--- src/rtl/cpu_defs_pkg.sv ---
// rtl/cpu_defs_pkg.sv - shared CPU datapath encodings: opcodes, ALU ops, mux selects, error codes
package cpu_defs_pkg;
  localparam logic [5:0] OP_R    = 6'b000000;
  localparam logic [5:0] OP_J    = 6'b000010;
  localparam logic [5:0] OP_JAL  = 6'b000011;
  localparam logic [5:0] OP_BEQ  = 6'b000100;
  localparam logic [5:0] OP_BNE  = 6'b000101;
  localparam logic [5:0] OP_ADDI = 6'b001000;
  localparam logic [5:0] OP_SLTI = 6'b001001;
  localparam logic [5:0] OP_ANDI = 6'b010000;
  localparam logic [5:0] OP_ORI  = 6'b010001;
  localparam logic [5:0] OP_LW   = 6'b100011;
  localparam logic [5:0] OP_SW   = 6'b100111;
  localparam logic [5:0] OP_LB   = 6'b100000;
  localparam logic [5:0] OP_SB   = 6'b111000;
  localparam logic [5:0] OP_MOVE = 6'b111001;

  localparam logic [2:0] ALU_FUNCT = 3'b000;
  localparam logic [2:0] ALU_SUB   = 3'b001;
  localparam logic [2:0] ALU_ADD   = 3'b010;
  localparam logic [2:0] ALU_SLT   = 3'b011;
  localparam logic [2:0] ALU_AND   = 3'b100;
  localparam logic [2:0] ALU_OR    = 3'b101;

  localparam logic [1:0] M2R_ALUOUT = 2'b00;
  localparam logic [1:0] M2R_MDR    = 2'b01;
  localparam logic [1:0] M2R_PC     = 2'b10;

  localparam logic [1:0] DST_RT = 2'b00;
  localparam logic [1:0] DST_RD = 2'b01;
  localparam logic [1:0] DST_RA = 2'b10;

  localparam logic [1:0] SRCB_REG    = 2'b00;
  localparam logic [1:0] SRCB_FOUR   = 2'b01;
  localparam logic [1:0] SRCB_IMM    = 2'b10;
  localparam logic [1:0] SRCB_IMM_SH = 2'b11;

  localparam logic [1:0] PCS_ALU    = 2'b00;
  localparam logic [1:0] PCS_ALUOUT = 2'b01;
  localparam logic [1:0] PCS_JUMP   = 2'b10;

  localparam logic [1:0] ERR_NONE    = 2'b00;
  localparam logic [1:0] ERR_ILLEGAL = 2'b01;
  localparam logic [1:0] ERR_TIMEOUT = 2'b10;

  // ALU operation for the immediate-form arithmetic instructions
  function automatic logic [2:0] imm_aluop(input logic [5:0] op);
    case (op)
      OP_SLTI: return ALU_SLT;
      OP_ANDI: return ALU_AND;
      OP_ORI:  return ALU_OR;
      default: return ALU_ADD;
    endcase
  endfunction
endpackage

--- src/rtl/mem_wait_timer.sv ---
// rtl/mem_wait_timer.sv - counts wait cycles of an outstanding memory request, flags timeout
module mem_wait_timer #(
  parameter int MEM_TIMEOUT = 16
) (
  input  logic clk,
  input  logic reset,
  input  logic req,
  input  logic ready,
  output logic timeout
);
  localparam int W = $clog2(MEM_TIMEOUT + 1);

  logic [W-1:0] count;

  // Idle cycles and completed requests clear the count, so every new request starts at zero
  always_ff @(posedge clk or negedge reset) begin
    if (!reset)              count <= '0;
    else if (!req || ready)  count <= '0;
    else                     count <= count + W'(1);
  end

  assign timeout = req && !ready && (count == W'(MEM_TIMEOUT - 1));
endmodule

--- src/rtl/multicycle_control_fsm.sv ---
// rtl/multicycle_control_fsm.sv - multi-cycle CPU control sequencer with memory handshake and retire counter
module multicycle_control_fsm
  import cpu_defs_pkg::*;
#(
  parameter int MEM_TIMEOUT = 16,
  parameter int CNT_WIDTH   = 32
) (
  input  logic                 clk,
  input  logic                 reset,
  input  logic [5:0]           opcode,
  input  logic                 zero,
  input  logic                 mem_ready,
  output logic                 pcWrite,
  output logic                 irWrite,
  output logic                 iorD,
  output logic                 memRead,
  output logic                 memWrite,
  output logic [1:0]           memToReg,
  output logic [1:0]           regDst,
  output logic                 regWrite,
  output logic                 ALUsrcA,
  output logic [1:0]           ALUsrcB,
  output logic [2:0]           ALUop,
  output logic [1:0]           pcSource,
  output logic                 byteOperations,
  output logic                 move,
  output logic                 instr_done,
  output logic [1:0]           err_code,
  output logic [CNT_WIDTH-1:0] retired
);
  typedef enum logic [3:0] {
    S_IDLE, S_FETCH, S_DECODE, S_EXEC, S_WB_ALU, S_MEM_ADDR, S_MEM_RD,
    S_MEM_WR, S_WB_MEM, S_BRANCH, S_JUMP, S_MOVE, S_ERROR
  } state_t;

  state_t     state;
  logic [5:0] op_q;
  logic       mem_req;
  logic       timeout;

  assign mem_req = (state == S_FETCH) || (state == S_MEM_RD) || (state == S_MEM_WR);

  mem_wait_timer #(.MEM_TIMEOUT(MEM_TIMEOUT)) u_wait_timer (
    .clk     (clk),
    .reset   (reset),
    .req     (mem_req),
    .ready   (mem_ready),
    .timeout (timeout)
  );

  always_ff @(posedge clk or negedge reset) begin
    if (!reset) begin
      state    <= S_IDLE;
      op_q     <= '0;
      err_code <= ERR_NONE;
      retired  <= '0;
    end else begin
      if (instr_done) retired <= retired + CNT_WIDTH'(1);
      case (state)
        S_IDLE:   state <= S_FETCH;
        S_FETCH: begin
          if (mem_ready) state <= S_DECODE;
          else if (timeout) begin
            state    <= S_ERROR;
            err_code <= ERR_TIMEOUT;
          end
        end
        S_DECODE: begin
          op_q <= opcode;
          case (opcode)
            OP_R, OP_ADDI, OP_SLTI, OP_ANDI, OP_ORI: state <= S_EXEC;
            OP_LW, OP_LB, OP_SW, OP_SB:              state <= S_MEM_ADDR;
            OP_BEQ, OP_BNE:                          state <= S_BRANCH;
            OP_J, OP_JAL:                            state <= S_JUMP;
            OP_MOVE:                                 state <= S_MOVE;
            default: begin
              state    <= S_ERROR;
              err_code <= ERR_ILLEGAL;
            end
          endcase
        end
        S_EXEC:     state <= S_WB_ALU;
        S_MEM_ADDR: state <= (op_q == OP_LW || op_q == OP_LB) ? S_MEM_RD : S_MEM_WR;
        S_MEM_RD, S_MEM_WR: begin
          if (mem_ready) state <= (state == S_MEM_RD) ? S_WB_MEM : S_FETCH;
          else if (timeout) begin
            state    <= S_ERROR;
            err_code <= ERR_TIMEOUT;
          end
        end
        S_WB_ALU, S_WB_MEM, S_BRANCH, S_JUMP, S_MOVE: state <= S_FETCH;
        S_ERROR:  state <= S_ERROR;
        default:  state <= S_IDLE;
      endcase
    end
  end

  // Strobes decode from state and latched opcode; only the memory/branch strobes see live inputs
  always_comb begin
    pcWrite = 1'b0;  irWrite = 1'b0;  iorD = 1'b0;  memRead = 1'b0;  memWrite = 1'b0;
    memToReg = M2R_ALUOUT;  regDst = DST_RT;  regWrite = 1'b0;  ALUsrcA = 1'b0;
    ALUsrcB = SRCB_REG;  ALUop = ALU_FUNCT;  pcSource = PCS_ALU;
    byteOperations = 1'b0;  move = 1'b0;  instr_done = 1'b0;
    case (state)
      S_FETCH: begin
        memRead = 1'b1;  ALUsrcB = SRCB_FOUR;  ALUop = ALU_ADD;
        irWrite = mem_ready;  pcWrite = mem_ready;
      end
      S_DECODE: begin
        ALUsrcB = SRCB_IMM_SH;  ALUop = ALU_ADD;
      end
      S_EXEC: begin
        ALUsrcA = 1'b1;
        if (op_q == OP_R) begin
          ALUsrcB = SRCB_REG;  ALUop = ALU_FUNCT;
        end else begin
          ALUsrcB = SRCB_IMM;  ALUop = imm_aluop(op_q);
        end
      end
      S_WB_ALU: begin
        regWrite = 1'b1;  instr_done = 1'b1;
        regDst = (op_q == OP_R) ? DST_RD : DST_RT;
      end
      S_MEM_ADDR: begin
        ALUsrcA = 1'b1;  ALUsrcB = SRCB_IMM;  ALUop = ALU_ADD;
      end
      S_MEM_RD: begin
        iorD = 1'b1;  memRead = 1'b1;  byteOperations = (op_q == OP_LB);
      end
      S_MEM_WR: begin
        iorD = 1'b1;  memWrite = 1'b1;  byteOperations = (op_q == OP_SB);
        instr_done = mem_ready;
      end
      S_WB_MEM: begin
        regWrite = 1'b1;  memToReg = M2R_MDR;  byteOperations = (op_q == OP_LB);
        instr_done = 1'b1;
      end
      S_BRANCH: begin
        ALUsrcA = 1'b1;  ALUsrcB = SRCB_REG;  ALUop = ALU_SUB;  pcSource = PCS_ALUOUT;
        pcWrite = (op_q == OP_BEQ) ? zero : ~zero;
        instr_done = 1'b1;
      end
      S_JUMP: begin
        pcWrite = 1'b1;  pcSource = PCS_JUMP;  instr_done = 1'b1;
        if (op_q == OP_JAL) begin
          regWrite = 1'b1;  regDst = DST_RA;  memToReg = M2R_PC;
        end
      end
      S_MOVE: begin
        regWrite = 1'b1;  move = 1'b1;  instr_done = 1'b1;
      end
      default: ;
    endcase
  end
endmodule
--- config.mk ---
export PLATFORM = sky130hd
export DESIGN_NAME = multicycle_control_fsm
export DESIGN_NICKNAME = d
export VERILOG_FILES = /design/src/rtl/cpu_defs_pkg.sv /design/src/rtl/mem_wait_timer.sv /design/src/rtl/multicycle_control_fsm.sv
export SDC_FILE = /design/constraint.sdc
export NUM_CORES = 1
export LEC_CHECK = 0
export BUFFER_PORTS_ARGS = -buffer_cell sky130_fd_sc_hd__buf_4
export CELL_PAD_IN_SITES_DETAIL_PLACEMENT = 1
export CELL_PAD_IN_SITES_GLOBAL_PLACEMENT = 1
export CORE_UTILIZATION = 38
export CTS_BUF_LIST = sky130_fd_sc_hd__clkbuf_4
export CTS_CLUSTER_DIAMETER = 60
export CTS_CLUSTER_SIZE = 20
export DETAILED_ROUTE_END_ITERATION = 12
export MAX_ROUTING_LAYER = met4
export PLACE_DENSITY = 0.83
export SYNTH_ARGS = -nofsm -noshare
export SYNTH_HDL_FRONTEND = slang
export SYNTH_SLANG_ARGS = --single-unit
--- constraint.sdc ---
create_clock -name clk -period 1.9 [get_ports clk]
set_input_delay 0.19 -clock clk [delete_from_list [all_inputs] [get_ports clk]]
set_output_delay 0.19 -clock clk [all_outputs]
set_load 0.005 [all_outputs]
==> qor.txt, run 1 <==
Sw Ratio -> 0.410
vias in the first global route -> 2691
CP Capture Type -> output pin
Clock Path Buffers -> 2
metal3 WL -> 270 um
Slew @ Worst Pin -> 0.628 ns
First-pass DRT Iterations -> 4
combinational power share -> 0.543
clock transition at the registers of the reported paths -> 0.14 ns
global-route wire length before repair -> 13300 um
Yosys top cell by area -> dfrtp_1
share of the synthesized area in the top cell type -> 0.430
FFs w/ async S/R, synth -> 1.00
setup TNS -> -0.725 ns
maximum clock frequency -> 490 MHz
LEAKAGE -> 1.77 nW
Crit path max-delay family -> simple AND/OR/NAND/NOR gates
Reg2Reg Capture Point -> retired[29]
Die X -> 88.6 um
Required @ worst endpoint -> 1.71 ns
Area after DPL -> 0.00348 mm2
element type at the critical path start -> flop
clock sinks -> 49
Seq/Total Area, Yosys -> 0.430
DR vias -> 2652
number of inserted diodes -> 0
CP bufs+invs -> 2
Worst Hold End -> op_q[0]
fin crit share -> 1.07
post-synthesis cell type count -> 56
1st-iter DRT viols -> 49
EDFF count, synth -> 0
most common flop cell mapped by yosys -> dfrtp_1
min Tclk post-route -> 2.04 ns
drt wl/cell -> 18.0 um
post-route setup slack -> -0.141 ns
gpl congestion -> 0.876
number of synthesized register bits -> 49
outcome -> finished with violations
Port Buffers -> 64
YS warnings -> 0
Slew Limit Headroom -> 0.581
initial antenna violation count -> 0
Power Internal -> 2.70 mW
r2r startpoint -> state[1]
layout cells sized above 1 -> 0.369
DR top layer -> met4
Synth area leaders -> dfrtp_1 (43%), xnor2_1 (9.2%), nand2_1 (4.7%)
worst reg-to-reg setup slack -> -0.07 ns
worst vdd ir -> 0.429 mV
fin. max-slew vios -> 0
most numerous cell in the Yosys netlist -> dfrtp_1
Hold Fails Final Rpt -> 0
worst-path cell chain -> buf_6 -> nor2b_4 -> and2_4 -> nand4_1 -> o21a_1 -> nor4bb_1 -> buf_4
CTS tree -> done
Max stage delay on crit path -> 0.40 ns
Num CTS Buffers -> 5
crit path kind -> flop to output pin
crit-path max FO -> 3
GR Overflow Total -> 0
CORE AREA -> 0.00725 mm2
largest net degree at the start of global routing -> 50
failing checks -> setup timing
drt drc -> 0
# rows -> 31
Layout Utilization -> 0.538
Fill cells -> 867
Initial Util -> 0.393
Syn Std Cell Area -> 0.00285 mm2
GRT Total Usage -> 0.230
clock power share -> 0.137
Synthesized Nets -> 324
Post-synth top cells -> dfrtp_1 (49), nand2_1 (36), xnor2_1 (30)
Mean Syn Cell Area -> 9.16 um2
worst skew pair latency -> 0.38 ns
P&R area growth vs syn -> 37.0%
Hold Crit Class -> input pin to flop
Die ar. -> 0.00785 mm2
Final HPWL DP -> 5620 um
final instance area -> 0.00390 mm2
Max Cap Viol -> 0
WL final -> 8920 um
CP Depth -> 7
Metal-1 WL -> 3600 um
Routed Antenna Nets -> 0
P per Cell Area -> 1170 mW/mm2
final net count -> 408
critical path arrival -> 1.85 ns
io pins -> 65
Worst Hold Launch -> opcode[0]
vias per cell -> 5.36
H-tree level count -> 2
post-synthesis cell count -> 311
RSZ-0062 raised after global routing -> yes
Hold Path Cell Cnt -> 3
CP max-delay cell -> dfrtp_1
Root Buffer Master -> clkbuf_4
Flop pwr share -> 0.320
final setup vio count -> 14
Net Switching -> 1.88 mW
worst reg-to-reg path cell count -> 6
Vert. Die Dim -> 88.6 um
Clock Skew -> 0.0134 ns
metal2 WL -> 4840 um
-- final cells by class --
class | count | area, um2 | share of cell area
multi-input cells | 238 | 1690 | 0.434
flip-flops and latches | 49 | 1230 | 0.316
repair buffers | 95 | 747 | 0.191
well taps | 99 | 124 | 0.0317
clock inverters | 3 | 46.3 | 0.0119
clock buffers | 5 | 37.5 | 0.00962
inverters | 6 | 22.5 | 0.00577
-- cells by family after synthesis --
family          synth area share
xor+xnor                   0.117
buf+inv                   0.0365
fa+ha+maj                 0.0132
flops                      0.430
simple gates               0.272
compound gates             0.116
mux                       0.0154
-- worst max-delay path by stage --
stage	startpoint	end
final	state[1]	byteOperations
after detailed placement	state[0]	retired[24]
after CTS	state[1]	byteOperations
after floorplan	state[0]	retired[24]
after global placement	state[0]	retired[29]
after global routing	op_q[4]	pcWrite
-- power by group through the flow --
| stage | combinational (mW) | clock, mW | sequential, mW |
|---|---|---|---|
| 6_report | 2.48 | 0.627 | 1.46 |
| 5_1_grt | 2.66 | 0.686 | 1.48 |
| 4_1_cts | 2.18 | 0.651 | 1.44 |
| 3_5_place_dp | 1.80 | 0 | 1.46 |
| 3_3_place_gp | 1.76 | 0 | 1.44 |
| 2_1_floorplan | 1.10 | 0 | 1.40 |
-- worst register-to-register path, cell delays in order, from the launching register on --
cell and delay [ns]:
dfrtp_1 0.43, buf_4 0.17, or2_4 0.27, a311oi_4 0.34
nor3b_4 0.36, nand4_1 0.18, xnor2_1 0.15
-- flip-flops by register name, summed over array words and instances, names as in the netlist --
name	flops
retired	32
op_q	6
u_wait_timer.count	5
state	4
err_code	2
-- stage by stage --
stage          power (mW)  worst slack (ns)  cells  hold slack (ns)
3_5_place_dp         3.26             0.124    471            0.254
5_1_grt              4.82            -0.236    495           0.0893
2_1_floorplan        2.50            0.0797    311           -0.106
3_3_place_gp         3.19             0.189    471            0.248
4_1_cts              4.27            -0.115    491           0.0598
6_report             4.57            -0.141    495           0.0695
-- per-layer routing --
layer | up-vias | track usage
met4 | 0 | 0.0968
li1 | 1251 | -
met2 | 63 | 0.409
met5 | - | -
met1 | 1320 | 0.256
met3 | 18 | 0.0345
-- cell usage in the layout, fill, tap and decap left out, types with 7 or more instances in the layout --
| cell type | instances |
|---|---|
| nand3_1 | 17 |
| nor2_1 | 21 |
| nand4_1 | 12 |
| and3_1 | 8 |
| xnor2_1 | 29 |
| xor2_1 | 7 |
| nand2_1 | 35 |
| buf_4 | 89 |
| a21oi_1 | 7 |
| dfrtp_1 | 43 |
| nor3_1 | 7 |
-- timing repair --
item / CTS / global route
hold buffers: 1 / 0
endpoints found under the setup margin: 9 / 27
hold endpoints to repair: 49 / 0
pin swaps: 4 / 10
setup buffers: 11 / 4
cloned: 0 / 0
gates resized for setup: 29 / 29
No activity file was read; power rests on OpenSTA's default activity.
==> run 2, diff against run 1 <==
- REMOVE_ABC_BUFFERS: unset -> 1
- SETUP_SLACK_MARGIN: unset -> 0.02
- SKIP_LAST_GASP: unset -> 1
==> run 2 against run 1 <==
Against the previous run: the run still ends with setup timing left; cell area shrank 0.32%; utilization shrank 0.17 points; first-iteration DRC count grew 130%; sequential power grew 3%; count of clock-buffer cells in the layout is the same; register-to-register slack gained 0.04 ns; non-clock buffer count shrank 2; routed wire length shrank 0.67%; sequential cell count is the same; die area is the same; power shrank 1.5%; critical path type unchanged; largest power group unchanged.
==> qor.txt, run 2 (synthesis gave the netlist of run 1 again) <==
Initial Util -> 0.393 (unchanged)
critical path arrival -> 1.85 ns (about the same)
worst vdd ir -> 0.443 mV (was 0.429 mV)
P per Cell Area -> 1160 mW/mm2 (was 1170 mW/mm2)
vias per cell -> 5.48 (was 5.36)
Final HPWL DP -> 5890 um (was 5620 um)
CP bufs+invs -> 2 (unchanged)
Cells after DPL -> 471 (unchanged)
Required @ worst endpoint -> 1.71 ns (about the same)
non-filler cells, final -> 493 (was 495)
Port Buffers -> 64 (unchanged)
io pins -> 65 (unchanged)
initial antenna violation count -> 0 (unchanged)
drt wl/cell -> 18.0 um (about the same)
Vert. Die Dim -> 88.6 um (unchanged)
1st-iter DRT viols -> 115 (was 49)
Num CTS Buffers -> 5 (unchanged)
gpl congestion -> 0.887 (was 0.876)
Clock Skew -> 0.00537 ns (was 0.0134 ns)
clock transition at the registers of the reported paths -> 0.15 ns (was 0.14 ns)
fin crit share -> 1.07 (about the same)
most common cell after layout, fill and taps aside -> buf_4 (unchanged)
Max Cap Viol -> 0 (unchanged)
setup TNS -> -0.451 ns (was -0.725 ns)
drt drc -> 0 (unchanged)
First-pass DRT Iterations -> 4 (unchanged)
final setup vio count -> 8 (was 14)
GRT Total Usage -> 0.231 (was 0.230)
P&R area growth vs syn -> 36.6% (was 37.0%)
failing checks -> setup timing (unchanged)
RSZ-0062 raised after global routing -> yes (unchanged)
vias in the first global route -> 2758 (was 2691)
maximum clock frequency -> 490 MHz (about the same)
crit path kind -> flop to output pin (unchanged)
clock sinks -> 49 (unchanged)
WL final -> 8860 um (was 8920 um)
Biggest register -> retired (unchanged)
post-route setup slack -> -0.141 ns (about the same)
Clock Path Buffers -> 2 (unchanged)
Slew Limit Headroom -> 0.580 (was 0.581)
min Tclk post-route -> 2.04 ns (about the same)
crit-path max FO -> 3 (unchanged)
CP Capture Type -> output pin (unchanged)
Max stage delay on crit path -> 0.41 ns (was 0.40 ns)
Crit path max-delay family -> simple AND/OR/NAND/NOR gates (unchanged)
Tot Pwr -> 4.50 mW (was 4.57 mW)
max reg flops -> 32 (unchanged)
Hold Crit Class -> input pin to flop (unchanged)
LEAKAGE -> 1.76 nW (was 1.77 nW)
Die X -> 88.6 um (unchanged)
# rows -> 31 (unchanged)
CTS tree -> done (unchanged)
DR vias -> 2704 (was 2652)
CP max-delay cell -> dfrtp_2 (was dfrtp_1)
global-route wire length before repair -> 13500 um (was 13300 um)
outcome -> finished with violations (unchanged)
layout cells sized above 1 -> 0.368 (was 0.369)
Die ar. -> 0.00785 mm2 (unchanged)
most frequent cells in the layout -> buf_4 (88), dfrtp_1 (43), nand2_1 (35) (was buf_4 (89), dfrtp_1 (43), nand2_1 (35))
GR Overflow Total -> 0 (unchanged)
element type at the critical path start -> flop (unchanged)
largest net degree at the start of global routing -> 50 (unchanged)
fin. max-slew vios -> 0 (unchanged)
worst skew pair latency -> 0.38 ns (about the same)
Slew @ Worst Pin -> 0.631 ns (was 0.628 ns)
Regs by FF count -> retired: 32 flops, op_q: 6 flops, u_wait_timer.count: 5 flops (unchanged)
Routed Antenna Nets -> 0 (unchanged)
Hold Fails Final Rpt -> 0 (unchanged)
Root Buffer Master -> clkbuf_4 (unchanged)
worst-path cell chain -> buf_6 -> nor2b_4 -> and2_4 -> o21ai_2 -> o21a_1 -> nor4bb_2 -> buf_4 (was buf_6 -> nor2b_4 -> and2_4 -> nand4_1 -> o21a_1 -> nor4bb_1 -> buf_4)
CORE AREA -> 0.00725 mm2 (unchanged)
number of inserted diodes -> 0 (unchanged)
Layout Utilization -> 0.536 (was 0.538)
final net count -> 406 (was 408)
H-tree level count -> 2 (unchanged)
[run 2: worst min-delay path: cells and delay by family]
kind          cells  cell delay, ns
simple gates      2            0.11
buf+inv           1            0.12
[run 2: layout make-up]
class | instances | area (um2)
inverters | 6 | 22.5
fillers | 850 | 3360
clock buffers | 5 | 37.5
repair buffers | 93 | 749
well taps | 99 | 124
flip-flops and latches | 49 | 1230
multi-input cells | 238 | 1680
clock inverters | 3 | 46.3
[run 2: report_power, final]
part / total, mW / switching (mW) / internal [mW]
sequential: 1.50 / 0.269 / 1.23
clock: 0.641 / 0.362 / 0.279
combinational: 2.36 / 1.19 / 1.17
total: 4.50 / 1.82 / 2.68
[run 2: timing repair]
action,CTS,global route
pin swaps,4,8
buffers inserted,8,7
hold buffers,1,0
gates resized for setup,25,27
setup endpoints to repair,10,34
gates cloned,1,0
hold endpoints to repair,49,0
[run 2: metrics by stage]
step	hold WS, ns	setup WS, ns	instance area (um2)
2_1_floorplan	-0.106	-0.162	2770
3_3_place_gp	0.243	0.146	3480
3_5_place_dp	0.250	0.0405	3480
5_1_grt	0.0725	-0.232	3890
6_report	0.0681	-0.141	3890
4_1_cts	0.0705	-0.164	3750
[run 2: worst paths after layout]
path                                             from               endpoint  slack, ns  cells past startpoint
worst max-delay path                         state[1]         byteOperations      -0.14                      7
worst min-delay path                        opcode[0]                op_q[0]       0.07                      3
worst max register to register               state[3]            retired[29]      -0.03                      8
worst min register to register  u_wait_timer.count[0]  u_wait_timer.count[0]       0.48                      1
max in group asynchronous                       reset               state[3]       1.06                      2
min in group asynchronous                       reset            retired[25]       0.39                      2
[run 2: per-layer routing]
layer / track usage / share of wire
met5: - / 0
met2: 0.421 / 0.54
met4: 0.0718 / 0.022
met1: 0.264 / 0.41
met3: 0.0271 / 0.032
==> run 3, diff against run 2 <==
- CORE_ASPECT_RATIO: unset -> 1.25
- MAX_ROUTING_LAYER: met4 -> unset
==> run 3 against run 2 <==
Against the previous run: the run still ends with setup timing left; sequential power shrank 3%; worst setup slack lost 0.043 ns; global-route usage shrank 0.20 points; die area is essentially flat; largest power group unchanged; first-iteration DRC count shrank 29%; final cell count shrank 1.2%.
==> qor.txt, run 3 (synthesis gave the netlist of run 1 again) <==
RSZ-0062 raised after global routing -> yes (unchanged)
Slew Limit Headroom -> 0.562 (was 0.580)
vias in the first global route -> 2851 (was 2758)
global-route wire length before repair -> 14000 um (was 13500 um)
GRT Total Usage -> 0.229 (was 0.231)
Worst Hold Launch -> opcode[0] (unchanged)
gpl congestion -> 0.824 (was 0.887)
worst vdd ir -> 0.502 mV (was 0.443 mV)
drt wl/cell -> 19.3 um (was 18.0 um)
r2r startpoint -> state[1] (was state[3])
drt drc -> 0 (unchanged)
worst-path cell chain -> nor2b_4 -> and2_4 -> o21ai_2 -> o21a_1 -> nor4bb_2 -> buf_4 (was buf_6 -> nor2b_4 -> and2_4 -> o21ai_2 -> o21a_1 -> nor4bb_2 -> buf_4)
Slew @ Worst Pin -> 0.658 ns (was 0.631 ns)
final net count -> 409 (was 406)
P&R area growth vs syn -> 35.1% (was 36.6%)
Required @ worst endpoint -> 1.71 ns (about the same)
Biggest register -> retired (unchanged)
Num CTS Buffers -> 5 (unchanged)
Hold Fails Final Rpt -> 0 (unchanged)
max reg flops -> 32 (unchanged)
WL final -> 9420 um (was 8860 um)
CTS tree -> done (unchanged)
Port Buffers -> 64 (unchanged)
First-pass DRT Iterations -> 4 (unchanged)
clock transition at the registers of the reported paths -> 0.16 ns (was 0.15 ns)
Hold Crit Class -> input pin to flop (unchanged)
largest net degree at the start of global routing -> 50 (unchanged)
Clock Skew -> 0.0137 ns (was 0.00537 ns)
Routed Antenna Nets -> 0 (unchanged)
Fill cells -> 850 (unchanged)
vias per cell -> 5.59 (was 5.48)
crit-path max FO -> 4 (was 3)
WHS -> 0.0468 ns (was 0.0681 ns)
Cells after DPL -> 464 (was 471)
Crit path max-delay family -> simple AND/OR/NAND/NOR gates (unchanged)
post-route setup slack -> -0.184 ns (was -0.141 ns)
worst skew pair latency -> 0.39 ns (was 0.38 ns)
clock sinks -> 49 (unchanged)
fin. max-slew vios -> 0 (unchanged)
number of inserted diodes -> 0 (unchanged)
P per Cell Area -> 1130 mW/mm2 (was 1160 mW/mm2)
CORE AREA -> 0.00710 mm2 (was 0.00725 mm2)
crit path kind -> flop to output pin (unchanged)
Multi-input gate area -> 0.00168 mm2 (about the same)
layout cells sized above 1 -> 0.365 (was 0.368)
Vert. Die Dim -> 98.8 um (was 88.6 um)
DR vias -> 2721 (was 2704)
setup TNS -> -1.19 ns (was -0.451 ns)
Root Buffer Master -> clkbuf_4 (unchanged)
Die ar. -> 0.00785 mm2 (about the same)
final setup vio count -> 18 (was 8)
Clock Path Buffers -> 2 (unchanged)
fin crit share -> 1.10 (was 1.07)
maximum clock frequency -> 480 MHz (was 490 MHz)
worst reg-to-reg setup slack -> -0.06 ns (was -0.03 ns)
Regs by FF count -> retired: 32 flops, op_q: 6 flops, u_wait_timer.count: 5 flops (unchanged)
element type at the critical path start -> flop (unchanged)
critical path arrival -> 1.89 ns (was 1.85 ns)
Initial Util -> 0.401 (was 0.393)
CP Capture Type -> output pin (unchanged)
Max stage delay on crit path -> 0.51 ns (was 0.41 ns)
non-filler cells, final -> 487 (was 493)
CP bufs+invs -> 1 (was 2)
min Tclk post-route -> 2.08 ns (was 2.04 ns)
GR Overflow Total -> 0 (unchanged)
register area -> 0.00123 mm2 (about the same)
1st-iter DRT viols -> 82 (was 115)
initial antenna violation count -> 0 (unchanged)
failing checks -> setup timing (unchanged)
io pins -> 65 (unchanged)
# rows -> 34 (was 31)
Final HPWL DP -> 6130 um (was 5890 um)
LEAKAGE -> 1.77 nW (was 1.76 nW)
most common cell after layout, fill and taps aside -> buf_4 (unchanged)
most frequent cells in the layout -> buf_4 (89), dfrtp_1 (46), nand2_1 (35) (was buf_4 (88), dfrtp_1 (43), nand2_1 (35))
Max Cap Viol -> 0 (unchanged)
Die X -> 79.4 um (was 88.6 um)
Worst Setup SP -> state[3] (was state[1])
CP max-delay cell -> dfrtp_2 (unchanged)
outcome -> finished with violations (unchanged)
H-tree level count -> 2 (unchanged)
run 3: tightest hold or removal path: stages:
cell and delay (ns):
buf_4 0.12, nand2_1 0.06, nand2_1 0.05
run 3: final cells by class:
cell class	instances	share of cell area
tap	90	0.0293
clock inverter	3	0.00553
sequential	49	0.320
clock buffer	5	0.00975
timing repair buffer	96	0.194
multi-input combinational	238	0.436
inverter	6	0.00585
run 3: stage by stage:
| stage | setup slack (ns) | power, mW | utilization | cell area (um2) |
|---|---|---|---|---|
| 2_1_floorplan | -0.162 | 2.41 | - | 2770 |
| 3_3_place_gp | 0.145 | 3.22 | 0.491 | 3490 |
| 3_5_place_dp | 0.0579 | 3.30 | 0.491 | 3490 |
| 4_1_cts | -0.104 | 4.02 | 0.517 | 3670 |
| 5_1_grt | -0.282 | 4.60 | 0.542 | 3850 |
| 6_report | -0.184 | 4.35 | 0.542 | 3850 |
run 3: path summary, 6_finish.rpt:
path                                       end  cells after the start
worst max-delay path            byteOperations                      6
worst min-delay path                   op_q[0]                      3
worst max register to register     retired[29]                      7
worst min register to register     retired[12]                      1
max in group asynchronous              op_q[1]                      2
min in group asynchronous          retired[15]                      2
run 3: what timing repair did:
action | CTS | global route
pin swaps | 3 | 8
hold buffers | 1 | 0
hold endpoints to repair | 49 | 0
gates resized for setup | 19 | 32
buffers inserted | 8 | 6
setup endpoints to repair | 12 | 38
run 3: power by group:
| part | internal (mW) | total, mW | switching [mW] |
|---|---|---|---|
| Combinational | 1.12 | 2.35 | 1.23 |
| Sequential | 1.22 | 1.46 | 0.236 |
| Clock | 0.147 | 0.533 | 0.385 |
| Total | 2.49 | 4.35 | 1.85 |
run 3: metal layers:
metal,up-vias,wire length [um],GRT usage,part of all wire
li1,1256,-,-,-
met1,1362,3740,0.263,0.40
met2,79,5080,0.428,0.54
met3,24,272,0.0278,0.029
met4,0,321,0.0797,0.034
met5,-,0,0,0
